--- src/rtl/aes_key_schedule_ctrl.sv ---
`timescale 1ns/1ps
// aes_key_schedule_ctrl: sequential AES-128 key expansion, one word per
// handshake, sharing an external SubWord unit. Optional: AES_KS_LASTKEY_EN.
module aes_key_schedule_ctrl (
   input  logic         i_clk,
   input  logic         i_rst_n,
   input  logic         i_start,
   input  logic [127:0] i_key,
   output logic         o_busy,
   output logic         o_done,
   output logic         o_sub_req,
   output logic [31:0]  o_sub_word,
   input  logic         i_sub_ack,
   input  logic [31:0]  i_sub_word,
   output logic         o_w_valid,
   output logic [5:0]   o_w_idx,
   output logic [31:0]  o_w,
`ifdef AES_KS_LASTKEY_EN
   output logic [127:0] o_last_key,
`endif
   input  logic         i_w_ready
);

   typedef enum logic [2:0] {
      S_IDLE,
      S_INIT,
      S_SUB,
      S_GEN,
      S_DONE
   } state_t;

   state_t      r_state;
   logic [31:0] r_win [0:3];
   logic [7:0]  r_rcon;
   logic        r_busy;
   logic        r_done;
   logic        r_sub_req;
   logic [31:0] r_sub_word;
   logic        r_w_valid;
   logic [5:0]  r_w_idx;
   logic [31:0] r_w;

   logic        w_hs;
   logic        w_ack;
   logic [31:0] w_xor_a;
   logic [31:0] w_xor_b;
   logic [31:0] w_next;
   logic [31:0] w_rot;
   logic [31:0] w_init_nxt;
   logic [7:0]  w_rcon_nxt;
   logic [1:0]  w_init_sel;

   assign w_hs  = r_w_valid & i_w_ready;
   assign w_ack = r_sub_req & i_sub_ack;
   assign w_rot = {r_w[23:0], r_w[31:24]};
   assign w_init_sel = r_w_idx[1:0] + 2'd1;
   assign w_init_nxt = r_win[w_init_sel];
   assign w_rcon_nxt = {r_rcon[6:0], 1'b0} ^ (r_rcon[7] ? 8'h1b : 8'h00);

   // Operand select for the single shared word XOR: w[i-4] ^ t
   always_comb begin
      w_xor_a = r_win[1];
      w_xor_b = r_w;
      if (r_state == S_SUB) begin
         w_xor_a = r_win[0];
         w_xor_b = i_sub_word ^ {r_rcon, 24'h0};
      end
      w_next = w_xor_a ^ w_xor_b;
   end

   // Expansion FSM with registered outputs and sliding window
   always_ff @(posedge i_clk or negedge i_rst_n) begin
      if (!i_rst_n) begin
         r_state    <= S_IDLE;
         r_win[0]   <= '0;
         r_win[1]   <= '0;
         r_win[2]   <= '0;
         r_win[3]   <= '0;
         r_rcon     <= '0;
         r_busy     <= 1'b0;
         r_done     <= 1'b0;
         r_sub_req  <= 1'b0;
         r_sub_word <= '0;
         r_w_valid  <= 1'b0;
         r_w_idx    <= '0;
         r_w        <= '0;
      end else begin
         unique case (r_state)
            S_IDLE: begin
               r_done <= 1'b0;
               if (i_start) begin
                  r_win[0]  <= i_key[127:96];
                  r_win[1]  <= i_key[95:64];
                  r_win[2]  <= i_key[63:32];
                  r_win[3]  <= i_key[31:0];
                  r_rcon    <= 8'h01;
                  r_w_idx   <= '0;
                  r_w       <= i_key[127:96];
                  r_w_valid <= 1'b1;
                  r_busy    <= 1'b1;
                  r_state   <= S_INIT;
               end
            end
            S_INIT: begin
               if (w_hs) begin
                  r_w_idx <= r_w_idx + 6'd1;
                  if (r_w_idx == 6'd3) begin
                     r_w_valid  <= 1'b0;
                     r_sub_req  <= 1'b1;
                     r_sub_word <= w_rot;
                     r_state    <= S_SUB;
                  end else begin
                     r_w <= w_init_nxt;
                  end
               end
            end
            S_SUB: begin
               if (w_ack) begin
                  r_sub_req <= 1'b0;
                  r_w       <= w_next;
                  r_w_valid <= 1'b1;
                  r_rcon    <= w_rcon_nxt;
                  r_state   <= S_GEN;
               end
            end
            S_GEN: begin
               if (w_hs) begin
                  r_win[0] <= r_win[1];
                  r_win[1] <= r_win[2];
                  r_win[2] <= r_win[3];
                  r_win[3] <= r_w;
                  if (r_w_idx == 6'd43) begin
                     r_w_valid <= 1'b0;
                     r_busy    <= 1'b0;
                     r_done    <= 1'b1;
                     r_state   <= S_DONE;
                  end else if (r_w_idx[1:0] == 2'd3) begin
                     r_w_valid  <= 1'b0;
                     r_sub_req  <= 1'b1;
                     r_sub_word <= w_rot;
                     r_w_idx    <= r_w_idx + 6'd1;
                     r_state    <= S_SUB;
                  end else begin
                     r_w     <= w_next;
                     r_w_idx <= r_w_idx + 6'd1;
                  end
               end
            end
            S_DONE: begin
               r_done  <= 1'b0;
               r_state <= S_IDLE;
            end
            default: begin
               r_state <= S_IDLE;
            end
         endcase
      end
   end

`ifdef AES_KS_LASTKEY_EN
   logic [127:0] r_last_key;

   // Capture w40..w43 as they hand off, for decryption start key
   always_ff @(posedge i_clk or negedge i_rst_n) begin
      if (!i_rst_n) begin
         r_last_key <= '0;
      end else if (r_state == S_GEN && w_hs && r_w_idx >= 6'd40) begin
         unique case (r_w_idx[1:0])
            2'd0: r_last_key[127:96] <= r_w;
            2'd1: r_last_key[95:64]  <= r_w;
            2'd2: r_last_key[63:32]  <= r_w;
            2'd3: r_last_key[31:0]   <= r_w;
            default: r_last_key <= r_last_key;
         endcase
      end
   end

   assign o_last_key = r_last_key;
`endif

   assign o_busy     = r_busy;
   assign o_done     = r_done;
   assign o_sub_req  = r_sub_req;
   assign o_sub_word = r_sub_word;
   assign o_w_valid  = r_w_valid;
   assign o_w_idx    = r_w_idx;
   assign o_w        = r_w;

endmodule

--- config.mk ---
export PLATFORM = sky130hd
export DESIGN_NAME = aes_key_schedule_ctrl
export DESIGN_NICKNAME = d
export VERILOG_FILES = /design/src/rtl/aes_key_schedule_ctrl.sv
export SDC_FILE = /design/constraint.sdc
export NUM_CORES = 1
export LEC_CHECK = 0
export CORE_MARGIN = 1.5
export CORE_UTILIZATION = 56
export DETAILED_ROUTE_END_ITERATION = 6
export PLACE_DENSITY = 0.9
export SLEW_MARGIN = 30
export SYNTH_ARGS = -nofsm -noshare
export SYNTH_HDL_FRONTEND = slang
export SYNTH_SLANG_ARGS = --single-unit
--- constraint.sdc ---
create_clock -name i_clk -period 4.3 [get_ports i_clk]
set_input_delay 0.86 -clock i_clk [delete_from_list [all_inputs] [get_ports i_clk]]
set_output_delay 0.86 -clock i_clk [all_outputs]
set_load 0.05 [all_outputs]
Word level (Yosys, flattened, before mapping):

Index checks and enable logic that the tools add are counted.

* word-level logic and storage cells: 119
* memories kept: 0
* bits in read-only memories: 0
* RAM bits: 0
* latch bits: 0
* register bits: 213
* bits of input ports: 165

* multiply operators: 0
* eq/ne operators: 18
* order comparisons: 1
* divide/modulo/power cells: 0
* multiplexer cells: 60
* shift operators: 0
* reductions and logical operators: 19
* bitwise gates (word level): 6
* $add $sub $neg: 2

Operator list (count)
* $mux 32: 16
* $mux 128: 2
* $pmux 128 s2: 1
* $pmux 32 s4: 1
* $bmux 32 s2: 1
* $pmux 32 s2: 1
* $xor 32x32->32: 2
* $mux 6: 4
* $mux 3: 7
* $ne 2x2->1 const B: 10
* $pmux 6 s3: 1
* $mux 1: 17
* $mux 8: 2
* $pmux 8 s2: 1
* $reduce_and 7->1: 2
* $pmux 3 s4: 1
* $reduce_and 6->1: 2
* $reduce_and 3->1: 3
* $reduce_and 8->1: 1
* $reduce_bool 2->1: 4
* $xor 8x5->8: 1
* $add 6x1->6 const B: 1
* $eq 3x2->1 const B: 2
* $eq 6x2->1 const B: 1
* 19 further kinds: 22

Longest topological paths before layout:

* word-level depth: 8
* gate-level depth with buffers: 8

Worst setup path after synthesis:

OpenSTA, ideal clock, no wires.

* kind: register to register
* start point: register r_w_idx[1], in the netlist o_w_idx[1]
* end point: register r_w[0], in the netlist o_w[0]
* arrival time: 2.158 ns
* stages on the path, launching flop included: 7
* slack: 2.013 ns
* clock period less this slack: 2.287 ns
* setup time: 0.129 ns
* cell sequence: dfrtp_1 > ha_1 > buf_2 > buf_2 > mux4_2 > o221ai_1 > mux2i_1

* longest elaborated chain between the ends: 8
* elaborated cells on any way between the ends: 15
* classes of those cells: add/sub: 1; eq/ne: 6; mux: 6; bitwise: 1; reduce/logical: 1

Ends and longest elaborated chain
* start: declaration: line 40 `logic [5:0] r_w_idx;`
* start signal: assignment: line 106 `r_w_idx <= r_w_idx + 6'd1;`
* start signal: assignment: line 141 `r_w_idx <= r_w_idx + 6'd1;`
* start signal: assignment: line 145 `r_w_idx <= r_w_idx + 6'd1;`
* $add 2x1->2: line 56 `assign w_init_sel = r_w_idx[1:0] + 2'd1;`
* $not 2->3 (implied by the code): line 57 `assign w_init_nxt = r_win[w_init_sel];`
* $bmux 32 s2: line 57
* $mux 32 (implied by the code) (2 in a row): line 57
* $mux 32: line 107 `if (r_w_idx == 6'd3) begin`
* $mux 32: line 105 `if (w_hs) begin`
* $pmux 32 s4: line 88 `unique case (r_state)`
* end signal: assignment: line 98 `r_w <= i_key[127:96];`
* end signal: assignment: line 113 `r_w <= w_init_nxt;`
* end signal: assignment: line 120 `r_w <= w_next;`
* end: declaration: line 41 `logic [31:0] r_w;`

Several ways; a longest one is shown, not always the timed one. The select of a mux whose other input is x is not followed.
A chain may end at the register's enable or synchronous reset.

Worst setup path in the final report:

* start point: register r_w_idx[0], in the netlist o_w_idx[0]
* end point: output port o_w_idx[0]

RTL lines
* end: declaration: line 16 `output logic [5:0] o_w_idx,`

No word-level cell between the ends.

==> results.yml <==
global_routing:
  antenna_found_initial: 3
  grt_max_degree: 124
  grt_pass1_wl_mm: 51.4
  gr-total-overflow: 0
  grt_pass1_vias: 9695
  grt_use_total_pct: 30.1
critical_path:
  critical-path-slowest-cell: "clkdlybuf4s50_1"
  crit_fanout: 36
  slowest_delay_ns: 0.93
  cp_num_cells: 2
  worstSetupEndpointType: "output pin"
  required_ns: 3.44
  criticalPathCategory: "register to output pin"
  worstPathBufferInverterCount: 2
  path_cells: "buf_4 -> clkdlybuf4s50_1"
  r2r_cells: 5
  start_kind: "register"
  cpLargestDelayFamily: "buffers and inverters"
  cp_data_arrival_time_ns: 2.33
synthesis:
  yosys.area.top_type_share_pct: 46.0
  syn_nets: 1224
  synth_cells: 1058
  synth_fa_ha_area_share_pct: 0.108
  synth-compound-area-share_pct: 14.3
  synthSimpleGateAreaFrac_pct: 8.12
  synth-xor-area-share_pct: 5.52
  synth_top_family_by_area: "multiplexers"
  synth_mux_area_share_pct: 20.6
  synth_edf_count: 0
  synth.avg_cell_area_sq_um: 11.0
  yosysTopAreaCell: "dfrtp_1"
  synth_area_leaders: "dfrtp_1, mux2i_1, mux4_2"
  async_flop_share_pct: 100
  ys_warn_count: 0
  synth_area_sq_mm: 0.0116
  synthDistinctLibCells: 56
  synth_seq_cells: 213
  ys_seq_area_share_pct: 46.0
  synthFlopType: "dfrtp_1"
timing:
  max_freq_mhz: 313
  hold_slack_ns: 0.244
  rsz0062_at_grt: "no"
  post-route-worst-setup-slack_ns: 1.11
  worst_pin_slew_ns: 0.961
  finalSetupTns_ns: 0
  clock-skew-final_ns: 0.00748
  min_period_ns: 3.19
  max_slew_margin_pct: 35.7
  hold_violations: 0
  setup_viol: 0
  finalMaxSlewViolations: 0
  finalCritPeriodShare_pct: 74.3
final_layout:
  layout_common_cells: "clkdlybuf4s50_1, dfrtp_1, nand2_1"
  final_util_pct: 73.1
  syn_to_final_growth_pct: 28.0
  nNetsFinal: 1425
  mostFrequentLayoutCell: "clkdlybuf4s50_1"
  fill_cells: 1374
  layout-drive-gt1-share_pct: 8.69
clocking:
  cts_buffers: 24
  cts_max_level: 1
  ctsRootBufferMaster: "clkbuf_16"
  cts.path.max_buffers: 3
  clock_sinks: 213
  cts.repair.resized: 0
  clock_latency_ns: 0.51
  cts_hold_buf: 0
  cts_tree: "done"
  cts_post_setup_buffers_inserted: 0
  path_clk_slew_ns: 0.06
floorplanning:
  start_util_pct: 57.1
  io-pin-count: 239
  coreArea_sq_mm: 0.0203
  die_h_um: 147
  dieArea_sq_mm: 0.0216
  chipWidth_um: 147
  core.rowCount: 52
placement:
  pre_cts_ws_ns: 1.08
  io_buffers: 238
  place.gp.congestion: 0.833
  hpwlAfterDp_mm: 20.7
drt:
  final_antenna_net_count: 0
  drc: 0
  avgRoutedWirePerCell_um: 20.8
  via_count: 9349
  via_per_inst: 6.03
  totalWireLength_mm: 32.2
  drt-initial-drc-count: 595
  firstDrtPassIters: 5
power:
  leakage_nw: 6.05
  switchingPower_w: 0.00520
  switching_share_pct: 43.2
  pwr-share-clk_pct: 16.2
  internal_power_w: 0.00683
  seq_power_share_pct: 30.9
  power.density_mw_per_mm2: 811
  power_frac_comb_pct: 52.9
  ir_worst_vdd_mv: 0.569
job:
  drv_cap: 0
run_status:
  status: "finished clean"
min_path:
  hold_class: "input pin to async pin"
==> worst paths after layout <==
kind | from | endpoint | slack [ns]
worst min register to register | o_sub_word[4]$_DFFE_PN0P_ | o_sub_word[4]$_DFFE_PN0P_ | 0.48
worst max-delay path | o_w_idx[0]$_DFFE_PN0P_ | o_w_idx[0] | 1.11
min in group i_clk | o_sub_word[4]$_DFFE_PN0P_ | o_sub_word[4]$_DFFE_PN0P_ | 0.48
max in group asynchronous | i_rst_n | r_rcon[3]$_DFFE_PN0P_ | 2.95
worst min-delay path | i_rst_n | o_w[4]$_DFFE_PN0P_ | 0.24
worst max register to register | o_w_idx[1]$_DFFE_PN0P_ | o_w[13]$_DFFE_PN0P_ | 1.51
==> registers in the layout, summed over array words and instances, names as in the netlist <==
register    flops
o_w_idx         6
o_busy          1
o_done          1
o_w_valid       1
r_win         128
r_rcon          8
o_sub_req       1
o_sub_word     32
o_w            32
r_state         3
==> final cells by class <==
type | instances | area [sq um] | area share, %
clock buffer | 42 | 739 | 4.98
antenna | 3 | 7.51 | 0.0506
multi-input combinational | 733 | 5670 | 38.2
sequential | 213 | 5330 | 35.9
clock inverter | 2 | 10.0 | 0.0675
timing repair buffer | 257 | 2630 | 17.7
tap | 270 | 338 | 2.28
inverter | 30 | 113 | 0.759
==> layer usage <==
metal	track usage, %	wire length (um)
met3	6.24	2480
met2	48.8	15400
met5	0	0
met4	13.3	1310
met1	39.5	13100
==> power groups by stage <==
stage          Clock [W]  Sequential [W]  Combinational [W]
4_1_cts          0.00199         0.00369            0.00632
6_report         0.00195         0.00372            0.00637
5_1_grt          0.00207         0.00382            0.00684
3_5_place_dp           0         0.00371            0.00628
2_1_floorplan          0         0.00449            0.00387
3_3_place_gp           0         0.00365            0.00606
==> metrics by stage <==
step	std cells	total power, W	cell area, sq um
final	1550	0.0120	14800
after global routing	1549	0.0127	14800
after CTS	1544	0.0120	14800
after detailed placement	1500	0.00999	14000
after global placement	1500	0.00971	14000
after floorplan	1058	0.00836	11600
==> synth_stat cells, drive strengths merged (7+ instances only) <==
master and count:
o221ai 33, o2bb2ai 7, dfrtp 213, o21ai 131
a22oi 19, nor2 23, a21oi 28, mux4 32
xnor3 7, mux2 33, mux2i 130, nand3 11
buf 46, nand2 156, xnor2 54, nand2b 11
inv 30, clkbuf 36
==> cell families (layout without fill, tap and decap cells) <==
family	count (synthesis)	in the layout
fa+ha+maj	1	1
xor+xnor	62	62
mux	195	195
buf+inv	112	331
compound gates	255	255
simple gates	220	220
other cells	0	3
flops	213	213
(Power assumes the default switching activity.)
